<file path="src/rtl/compress_threshold_ctrl_if.sv">
// Pixel-in / code-out stream bundle for compress_threshold_ctrl.
// slave is the block's view; master is the camera/detector side.
interface compress_threshold_ctrl_if #(
    parameter int COLOUR_DEPTH = 8
);
    logic [3*COLOUR_DEPTH-1:0] rgb_in;
    logic                      pix_valid_in;
    logic                      pix_ready_out;
    logic                      sof_in;
    logic                      cfg_enable_in;
    logic [2:0]                compressed_out;
    logic                      comp_valid_out;
    logic                      comp_ready_in;

    modport slave (
        input  rgb_in, pix_valid_in, sof_in, cfg_enable_in, comp_ready_in,
        output pix_ready_out, compressed_out, comp_valid_out
    );

    modport master (
        output rgb_in, pix_valid_in, sof_in, cfg_enable_in, comp_ready_in,
        input  pix_ready_out, compressed_out, comp_valid_out
    );
endinterface

</file>
<file path="src/rtl/compress_threshold_ctrl.sv">
// Frame-synchronised threshold calibration and 3-bit colour compression.
// One compress_threshold_chan per colour channel holds that channel's sum and threshold.
module compress_threshold_chan #(
    parameter int COLOUR_DEPTH  = 8,
    parameter int LOG2_PIX      = 10,
    parameter int MIN_THRES     = 50,
    parameter int MAX_THRES     = 200,
    parameter int DEFAULT_THRES = 128
) (
    input  logic                    clk_i,
    input  logic                    rst_n_i,
    input  logic [COLOUR_DEPTH-1:0] pix_i,
    input  logic                    seed_i,
    input  logic                    add_i,
    input  logic                    latch_i,
    input  logic                    clr_i,
    output logic [COLOUR_DEPTH-1:0] thres_o,
    output logic                    gt_o
);
    localparam int ACC_W = COLOUR_DEPTH + LOG2_PIX;
    localparam logic [COLOUR_DEPTH-1:0] MIN_V = COLOUR_DEPTH'(MIN_THRES);
    localparam logic [COLOUR_DEPTH-1:0] MAX_V = COLOUR_DEPTH'(MAX_THRES);
    localparam logic [COLOUR_DEPTH-1:0] DEF_V = COLOUR_DEPTH'(DEFAULT_THRES);

    logic [ACC_W-1:0]        sum_q, sum_d, acc;
    logic [COLOUR_DEPTH-1:0] thres_q, thres_d, mean;

    // Sum plus the closing pixel; the top bits are the truncated mean.
    assign acc  = sum_q + ACC_W'(pix_i);
    assign mean = acc[ACC_W-1:LOG2_PIX];

    always_comb begin
        sum_d   = sum_q;
        thres_d = thres_q;
        if (latch_i) begin
            sum_d = '0;
            if (mean < MIN_V)      thres_d = MIN_V;
            else if (mean > MAX_V) thres_d = MAX_V;
            else                   thres_d = mean;
        end else if (seed_i) begin
            sum_d = ACC_W'(pix_i);
        end else if (add_i) begin
            sum_d = acc;
        end else if (clr_i) begin
            sum_d = '0;
        end
    end

    always_ff @(posedge clk_i or negedge rst_n_i) begin
        if (!rst_n_i) begin
            sum_q   <= '0;
            thres_q <= DEF_V;
        end else begin
            sum_q   <= sum_d;
            thres_q <= thres_d;
        end
    end

    assign thres_o = thres_q;
    assign gt_o    = pix_i > thres_q;
endmodule

module compress_threshold_ctrl #(
    parameter int COLOUR_DEPTH  = 8,
    parameter int CALIB_PIXELS  = 1024,
    parameter int MIN_THRES     = 50,
    parameter int MAX_THRES     = 200,
    parameter int DEFAULT_THRES = 128
) (
    input  logic                        clk_in,
    input  logic                        rst_n_in,
    compress_threshold_ctrl_if.slave    px,
    output logic [3*COLOUR_DEPTH-1:0]   thres_out,
    output logic                        calib_done_out
);
    localparam int LOG2_PIX = $clog2(CALIB_PIXELS);
    localparam logic [LOG2_PIX-1:0] LAST_PIX = LOG2_PIX'(CALIB_PIXELS - 1);

    typedef enum logic [1:0] {IDLE, CALIB, RUN} state_t;

    state_t              state_q, state_d;
    logic [LOG2_PIX-1:0] cnt_q, cnt_d;
    logic                valid_q, valid_d;
    logic [2:0]          code_q, code_d;
    logic                done_q, done_d;
    logic                pix_ready, accept, emit;
    logic                seed, add, latch, clr;
    logic [2:0]          gt;

    genvar c;
    generate
        for (c = 0; c < 3; c++) begin : g_chan
            compress_threshold_chan #(
                .COLOUR_DEPTH (COLOUR_DEPTH),
                .LOG2_PIX     (LOG2_PIX),
                .MIN_THRES    (MIN_THRES),
                .MAX_THRES    (MAX_THRES),
                .DEFAULT_THRES(DEFAULT_THRES)
            ) u_chan (
                .clk_i   (clk_in),
                .rst_n_i (rst_n_in),
                .pix_i   (px.rgb_in[c*COLOUR_DEPTH +: COLOUR_DEPTH]),
                .seed_i  (seed),
                .add_i   (add),
                .latch_i (latch),
                .clr_i   (clr),
                .thres_o (thres_out[c*COLOUR_DEPTH +: COLOUR_DEPTH]),
                .gt_o    (gt[c])
            );
        end
    endgenerate

    assign pix_ready = !valid_q || px.comp_ready_in;
    assign accept    = px.pix_valid_in && pix_ready;

    always_comb begin
        state_d = state_q;
        cnt_d   = cnt_q;
        seed    = 1'b0;
        add     = 1'b0;
        latch   = 1'b0;
        clr     = 1'b0;
        emit    = 1'b0;
        done_d  = 1'b0;
        case (state_q)
            IDLE: begin
                if (accept && px.sof_in && px.cfg_enable_in) begin
                    state_d = CALIB;
                    seed    = 1'b1;
                    cnt_d   = LOG2_PIX'(1);
                    emit    = 1'b1;
                end
            end
            CALIB, RUN: begin
                if (accept) begin
                    if (px.sof_in) begin
                        // A new frame always restarts calibration, or parks if disabled.
                        if (px.cfg_enable_in) begin
                            state_d = CALIB;
                            seed    = 1'b1;
                            cnt_d   = LOG2_PIX'(1);
                            emit    = 1'b1;
                        end else begin
                            state_d = IDLE;
                            clr     = 1'b1;
                            cnt_d   = '0;
                        end
                    end else begin
                        emit = 1'b1;
                        if (state_q == CALIB) begin
                            if (cnt_q == LAST_PIX) begin
                                latch   = 1'b1;
                                state_d = RUN;
                                cnt_d   = '0;
                                done_d  = 1'b1;
                            end else begin
                                add   = 1'b1;
                                cnt_d = cnt_q + LOG2_PIX'(1);
                            end
                        end
                    end
                end
            end
            default: state_d = IDLE;
        endcase

        // Output stage: codes use the thresholds held before this edge.
        valid_d = valid_q;
        code_d  = code_q;
        if (emit) begin
            valid_d = 1'b1;
            code_d  = gt;
        end else if (px.comp_ready_in) begin
            valid_d = 1'b0;
        end
    end

    always_ff @(posedge clk_in or negedge rst_n_in) begin
        if (!rst_n_in) begin
            state_q <= IDLE;
            cnt_q   <= '0;
            valid_q <= 1'b0;
            code_q  <= 3'b000;
            done_q  <= 1'b0;
        end else begin
            state_q <= state_d;
            cnt_q   <= cnt_d;
            valid_q <= valid_d;
            code_q  <= code_d;
            done_q  <= done_d;
        end
    end

    assign px.pix_ready_out  = pix_ready;
    assign px.comp_valid_out = valid_q;
    assign px.compressed_out = code_q;
    assign calib_done_out    = done_q;
endmodule

</file>
<file path="src/flat_wrapper.sv">
// flat-port wrapper written by rule: the top's interface ports become plain ports
module compress_threshold_ctrl_flat 
#(
    parameter int COLOUR_DEPTH  = 8,
    parameter int CALIB_PIXELS  = 1024,
    parameter int MIN_THRES     = 50,
    parameter int MAX_THRES     = 200,
    parameter int DEFAULT_THRES = 128
)
  (clk_in, rst_n_in, thres_out, calib_done_out, px_rgb_in, px_pix_valid_in, px_sof_in, px_cfg_enable_in, px_comp_ready_in, px_pix_ready_out, px_compressed_out, px_comp_valid_out);
  compress_threshold_ctrl_if #(.COLOUR_DEPTH(COLOUR_DEPTH)) px_i ();
  input  logic clk_in;
  input  logic rst_n_in;
  output logic [3*COLOUR_DEPTH-1:0] thres_out;
  output logic calib_done_out;
  input wire logic [$bits(px_i.rgb_in)-1:0] px_rgb_in;
  input wire logic [$bits(px_i.pix_valid_in)-1:0] px_pix_valid_in;
  input wire logic [$bits(px_i.sof_in)-1:0] px_sof_in;
  input wire logic [$bits(px_i.cfg_enable_in)-1:0] px_cfg_enable_in;
  input wire logic [$bits(px_i.comp_ready_in)-1:0] px_comp_ready_in;
  output wire logic [$bits(px_i.pix_ready_out)-1:0] px_pix_ready_out;
  output wire logic [$bits(px_i.compressed_out)-1:0] px_compressed_out;
  output wire logic [$bits(px_i.comp_valid_out)-1:0] px_comp_valid_out;
  assign px_i.rgb_in = px_rgb_in;
  assign px_i.pix_valid_in = px_pix_valid_in;
  assign px_i.sof_in = px_sof_in;
  assign px_i.cfg_enable_in = px_cfg_enable_in;
  assign px_i.comp_ready_in = px_comp_ready_in;
  assign px_pix_ready_out = px_i.pix_ready_out;
  assign px_compressed_out = px_i.compressed_out;
  assign px_comp_valid_out = px_i.comp_valid_out;
  compress_threshold_ctrl #(.COLOUR_DEPTH(COLOUR_DEPTH), .CALIB_PIXELS(CALIB_PIXELS), .MIN_THRES(MIN_THRES), .MAX_THRES(MAX_THRES), .DEFAULT_THRES(DEFAULT_THRES)) u_core (.clk_in(clk_in), .rst_n_in(rst_n_in), .px(px_i), .thres_out(thres_out), .calib_done_out(calib_done_out));
endmodule
</file>
<file path="config.mk">
export PLATFORM = sky130hd
export DESIGN_NAME = compress_threshold_ctrl_flat
export DESIGN_NICKNAME = d
export VERILOG_FILES = /design/src/rtl/compress_threshold_ctrl_if.sv /design/src/rtl/compress_threshold_ctrl.sv /design/src/flat_wrapper.sv
export SDC_FILE = /design/constraint.sdc
export NUM_CORES = 1
export LEC_CHECK = 0
export CAP_MARGIN = 0
export CORE_MARGIN = 2
export CORE_UTILIZATION = 40
export CTS_CLUSTER_DIAMETER = 100
export CTS_CLUSTER_SIZE = 20
export DETAILED_ROUTE_END_ITERATION = 6
export PLACE_DENSITY = 0.64
export SYNTH_ARGS = -nofsm -noshare
export SYNTH_HDL_FRONTEND = slang
export SYNTH_SLANG_ARGS = --single-unit
</file>
<file path="constraint.sdc">
create_clock -name clk_in -period 3.97 [get_ports clk_in]
set_input_delay 0.794 -clock clk_in [delete_from_list [all_inputs] [get_ports clk_in]]
set_output_delay 0.794 -clock clk_in [all_outputs]
set_load 0.05 [all_outputs]
</file>
==> flow_results.xml <==
<?xml version="1.0" encoding="UTF-8"?>
<metrics>
  <group name="critical_path">
    <metric name="timing_worst_setup_path_type" unit="">in2reg</metric>
    <metric name="setup.worst_path.end_class" unit="">flop</metric>
    <metric name="worstSetupStartpoint" unit="">px_rgb_in[8]</metric>
    <metric name="timing.rr.start" unit="">u_core.g_chan[1].u_chan.sum_q[0]</metric>
    <metric name="cells_along_the_critical_path" unit="">clkdlybuf4s50_1, ha_1, inv_1, fa_1, nand2b_1, a21oi_2, o21ai_1, or4b_1, o211a_2, o41ai_4, a22o_1, a21oi_1</metric>
    <metric name="worstRegToRegCells" unit="">11</metric>
    <metric name="cp_slowest_stage_delay" unit="ns">0.52</metric>
    <metric name="worst-endpoint-required" unit="ns">4.19</metric>
    <metric name="critPathMaxFanout" unit="">6</metric>
    <metric name="worst_setup_path_start_kind" unit="">input pin</metric>
    <metric name="signal_arrival_time_at_the_worst_endpoint" unit="ns">3.82</metric>
    <metric name="slowest_stage" unit="">sky130_fd_sc_hd__or4b_1</metric>
  </group>
  <group name="yosys">
    <metric name="synth.net_count" unit="">850</metric>
    <metric name="netlist_area" unit="µm²">6655</metric>
    <metric name="number_of_distinct_standard_cells_referenced_by_the_synthesized_netlist" unit="">69</metric>
    <metric name="average_footprint_of_a_synthesized_cell" unit="µm²">8.700</metric>
    <metric name="synth_top_area_share" unit="%">34.59</metric>
    <metric name="synth_top_area_cell" unit="">sky130_fd_sc_hd__dfrtp_1</metric>
    <metric name="netlist_top_cells_count" unit="">sky130_fd_sc_hd__dfrtp_1, sky130_fd_sc_hd__nand2_1, sky130_fd_sc_hd__o21ai_0</metric>
    <metric name="async_reset_ff_share" unit="%">100.0</metric>
    <metric name="synth_seq_cells" unit="">95</metric>
    <metric name="synth_seq_area_share" unit="%">35.78</metric>
    <metric name="post-synth-top-count-cell" unit="">sky130_fd_sc_hd__dfrtp_1</metric>
    <metric name="dominantRegCellSynth" unit="">sky130_fd_sc_hd__dfrtp_1</metric>
    <metric name="netlist_top_cells_area" unit="">sky130_fd_sc_hd__dfrtp_1, sky130_fd_sc_hd__ha_1, sky130_fd_sc_hd__o21ai_0</metric>
    <metric name="synth-edff-count" unit="">0</metric>
    <metric name="count_of_mapped_cells_out_of_synthesis" unit="">765</metric>
    <metric name="yosys_warnings" unit="">0</metric>
  </group>
  <group name="layout">
    <metric name="stdcell_count" unit="">1048</metric>
    <metric name="drive_gt1_share" unit="%">6.643</metric>
    <metric name="diodes" unit="">0</metric>
    <metric name="area.growth.synth_to_final" unit="%">17.79</metric>
    <metric name="final_nets" unit="">908</metric>
    <metric name="final_area" unit="µm²">7839</metric>
    <metric name="seqCellArea" unit="µm²">2381</metric>
    <metric name="fillCellCount" unit="">1582</metric>
    <metric name="multiInputGateArea" unit="µm²">3991</metric>
  </group>
  <group name="pwr">
    <metric name="p_sw_share" unit="%">37.70</metric>
    <metric name="power.total" unit="W">0.003418</metric>
    <metric name="p_sw" unit="W">0.001289</metric>
    <metric name="power.share.clock" unit="%">24.0</metric>
    <metric name="combPwrFrac" unit="%">40.7</metric>
    <metric name="vdd_drop_max" unit="mV">0.3084</metric>
    <metric name="cellLeakagePower" unit="nW">3.480</metric>
    <metric name="p_seq_share" unit="%">35.3</metric>
    <metric name="internal_power" unit="W">0.002129</metric>
    <metric name="power_per_cell_area" unit="nW/µm²">436.0</metric>
  </group>
  <group name="route">
    <metric name="drt_wl_total" unit="mm">16.26</metric>
    <metric name="routed-via-count" unit="">5706</metric>
    <metric name="first_iter_violations" unit="">310</metric>
    <metric name="drt-vias-per-instance" unit="">5.445</metric>
    <metric name="drc_errors" unit="">0</metric>
    <metric name="route.detailed.wl_per_inst" unit="µm">15.52</metric>
    <metric name="drt_first_pass_iters" unit="">5</metric>
    <metric name="antenna_left" unit="">0</metric>
  </group>
  <group name="clocking">
    <metric name="cts_tree" unit="">done</metric>
    <metric name="hold_buffers" unit="">0</metric>
    <metric name="postCtsSetupRepairBufs" unit="">0</metric>
    <metric name="root_buffer" unit="">sky130_fd_sc_hd__clkbuf_16</metric>
    <metric name="cts.sink_count" unit="">95</metric>
    <metric name="postcts_resize_cnt" unit="">0</metric>
    <metric name="worst_setup_hold_path_clk_slew" unit="ns">0.06</metric>
    <metric name="worstSkewPairLatency" unit="ns">0.35</metric>
    <metric name="cts.path.max_buffers" unit="">2</metric>
    <metric name="cts_buffers" unit="">9</metric>
    <metric name="htree_levels" unit="">3</metric>
  </group>
  <group name="place">
    <metric name="gp_congestion" unit="">0.8206</metric>
    <metric name="postPlaceCellArea" unit="µm²">7566</metric>
    <metric name="port_buffers" unit="">59</metric>
    <metric name="post-place-cells" unit="">1032</metric>
    <metric name="post-dp-hpwl" unit="mm">11.74</metric>
  </group>
  <group name="worst_hold_path">
    <metric name="hold_path_depth" unit="">2</metric>
    <metric name="hold_path_class" unit="">reg2reg</metric>
    <metric name="holdCritStartpoint" unit="">u_core.g_chan[0].u_chan.thres_o[7]</metric>
  </group>
  <group name="sta">
    <metric name="hold_violations" unit="">0</metric>
    <metric name="max_slew_margin" unit="%">46.89</metric>
    <metric name="worstMarginPinSlew" unit="ns">0.7967</metric>
    <metric name="worst_setup_skew_after_layout" unit="ns">0.007404</metric>
    <metric name="layout_worst_path_cycle_share" unit="%">90.77</metric>
    <metric name="fin_crit" unit="ns">3.604</metric>
    <metric name="grt_setup_unrepaired" unit="">false</metric>
    <metric name="maxSlewViolCount" unit="">0</metric>
    <metric name="final_number_of_setup_violating_endpoints" unit="">0</metric>
    <metric name="fmaxAchievable" unit="GHz">0.2775</metric>
    <metric name="timing.setup.tns" unit="ns">0</metric>
  </group>
  <group name="grt">
    <metric name="maximum_number_of_pins_on_one_net_before_global_route_repair" unit="">61</metric>
    <metric name="antenna_found_initial" unit="">0</metric>
    <metric name="grt_first_pass_wirelength" unit="mm">27.86</metric>
    <metric name="grt_pass1_vias" unit="">5597</metric>
    <metric name="globalRouteTotalUtil" unit="%">19.45</metric>
    <metric name="overflow" unit="">0</metric>
  </group>
  <group name="die">
    <metric name="die_area" unit="µm²">17690</metric>
    <metric name="rows" unit="">47</metric>
    <metric name="boundaryPins" unit="">60</metric>
    <metric name="initial_utilization" unit="%">40.56</metric>
    <metric name="die_x" unit="µm">133.0</metric>
    <metric name="core" unit="µm²">16410</metric>
    <metric name="die-height" unit="µm">133.0</metric>
  </group>
  <group name="flow_run">
    <metric name="cap_viol_max_count" unit="">0</metric>
  </group>
  <group name="status">
    <metric name="run_status" unit="">complete, no violations</metric>
  </group>
</metrics>
-- logic make-up after synthesis --
group                      synth area share (%)
adders and majority gates                 11.28
DFF                                       35.78
AOI/OAI and AO/OA                         25.34
and+or+nand+nor                           16.36
buffers and inverters                     4.625
muxes                                    0.3008
xor gates and xnor gates                  6.317
-- cell usage in the layout, fill, tap and decap left out, drive strengths merged, types with 3 or more instances in the layout --
cell type / n
fa: 3
clkbuf: 15
o211ai: 10
nand4: 14
a211oi: 4
nor3: 5
o41ai: 3
a22oi: 21
ha: 52
a21o: 21
a21oi: 49
and3: 11
nor2: 44
nand3: 25
dfrtp: 92
nand2b: 14
o21a: 10
inv: 46
nand2: 79
o31ai: 18
maj3: 4
dfstp: 3
nor4: 4
buf: 22
or2: 4
o22ai: 6
a22o: 6
a222oi: 3
and2: 7
xor2: 31
clkdlybuf4s50: 58
xnor2: 17
nor2b: 10
o21ai: 86
-- routing by layer --
metal	up-vias	GRT usage [%]	wire [µm]
met5	-	0	0
met4	0	5.556	254
met3	23	3.793	531
met2	92	31.84	7590
met1	2701	26.27	7886
li1	2890	-	-
-- sequential cells by signal (all words and copies together) (netlist names) --
signal                        cells
u_core.g_chan.u_chan.sum_q       54
u_core.g_chan.u_chan.thres_o     24
u_core.cnt_q                     10
u_core.px.compressed_out          3
u_core.state_q                    2
u_core.calib_done_out             1
u_core.px.comp_valid_out          1
-- worst max-delay path: cells and delay by family --
kind            cells  cell delay [ns]
compound gates      6             1.15
buf+inv             2             0.57
simple gates        2             0.71
fa+ha+maj           2             0.59
-- path summary, 6_finish.rpt --
check	endpoint	slack [ns]
worst max-delay path	u_core.g_chan[1].u_chan.thres_o[1]	0.37
worst min-delay path	u_core.g_chan[0].u_chan.thres_o[7]	0.49
worst max register to register	u_core.g_chan[1].u_chan.thres_o[1]	0.99
worst min register to register	u_core.g_chan[0].u_chan.thres_o[7]	0.49
max in group asynchronous	u_core.g_chan[0].u_chan.thres_o[7]	2.58
min in group asynchronous	u_core.g_chan[1].u_chan.sum_q[12]	0.54
-- stage by stage --
step	util (%)	worst slack, ns	hold slack, ns
final	47.78	0.3664	0.4885
after global routing	47.78	0.1253	0.5198
after CTS	47.78	0.3658	0.4930
after detailed placement	46.11	0.02789	0.4842
after global placement	46.11	0.07225	0.4769
after floorplan	-	0.7453	0.4633
-- power by group through the flow --
stage          clock, W  combinational (W)  sequential, W
6_report       0.000819            0.00139        0.00121
5_1_grt        0.000882            0.00158        0.00123
4_1_cts        0.000847            0.00140        0.00121
3_5_place_dp          0            0.00139        0.00122
3_3_place_gp          0            0.00138        0.00122
2_1_floorplan         0           0.000977        0.00127
-- layout make-up --
class	count	area share, %
Tap cell	220	3.512
Clock inverter	1	0.06385
Clock buffer	15	3.416
Inverter	46	2.203
Timing Repair Buffer	80	9.513
Sequential cell	95	30.38
Multi-Input combinational cell	591	50.92
No activity file was read; power rests on OpenSTA's default activity.
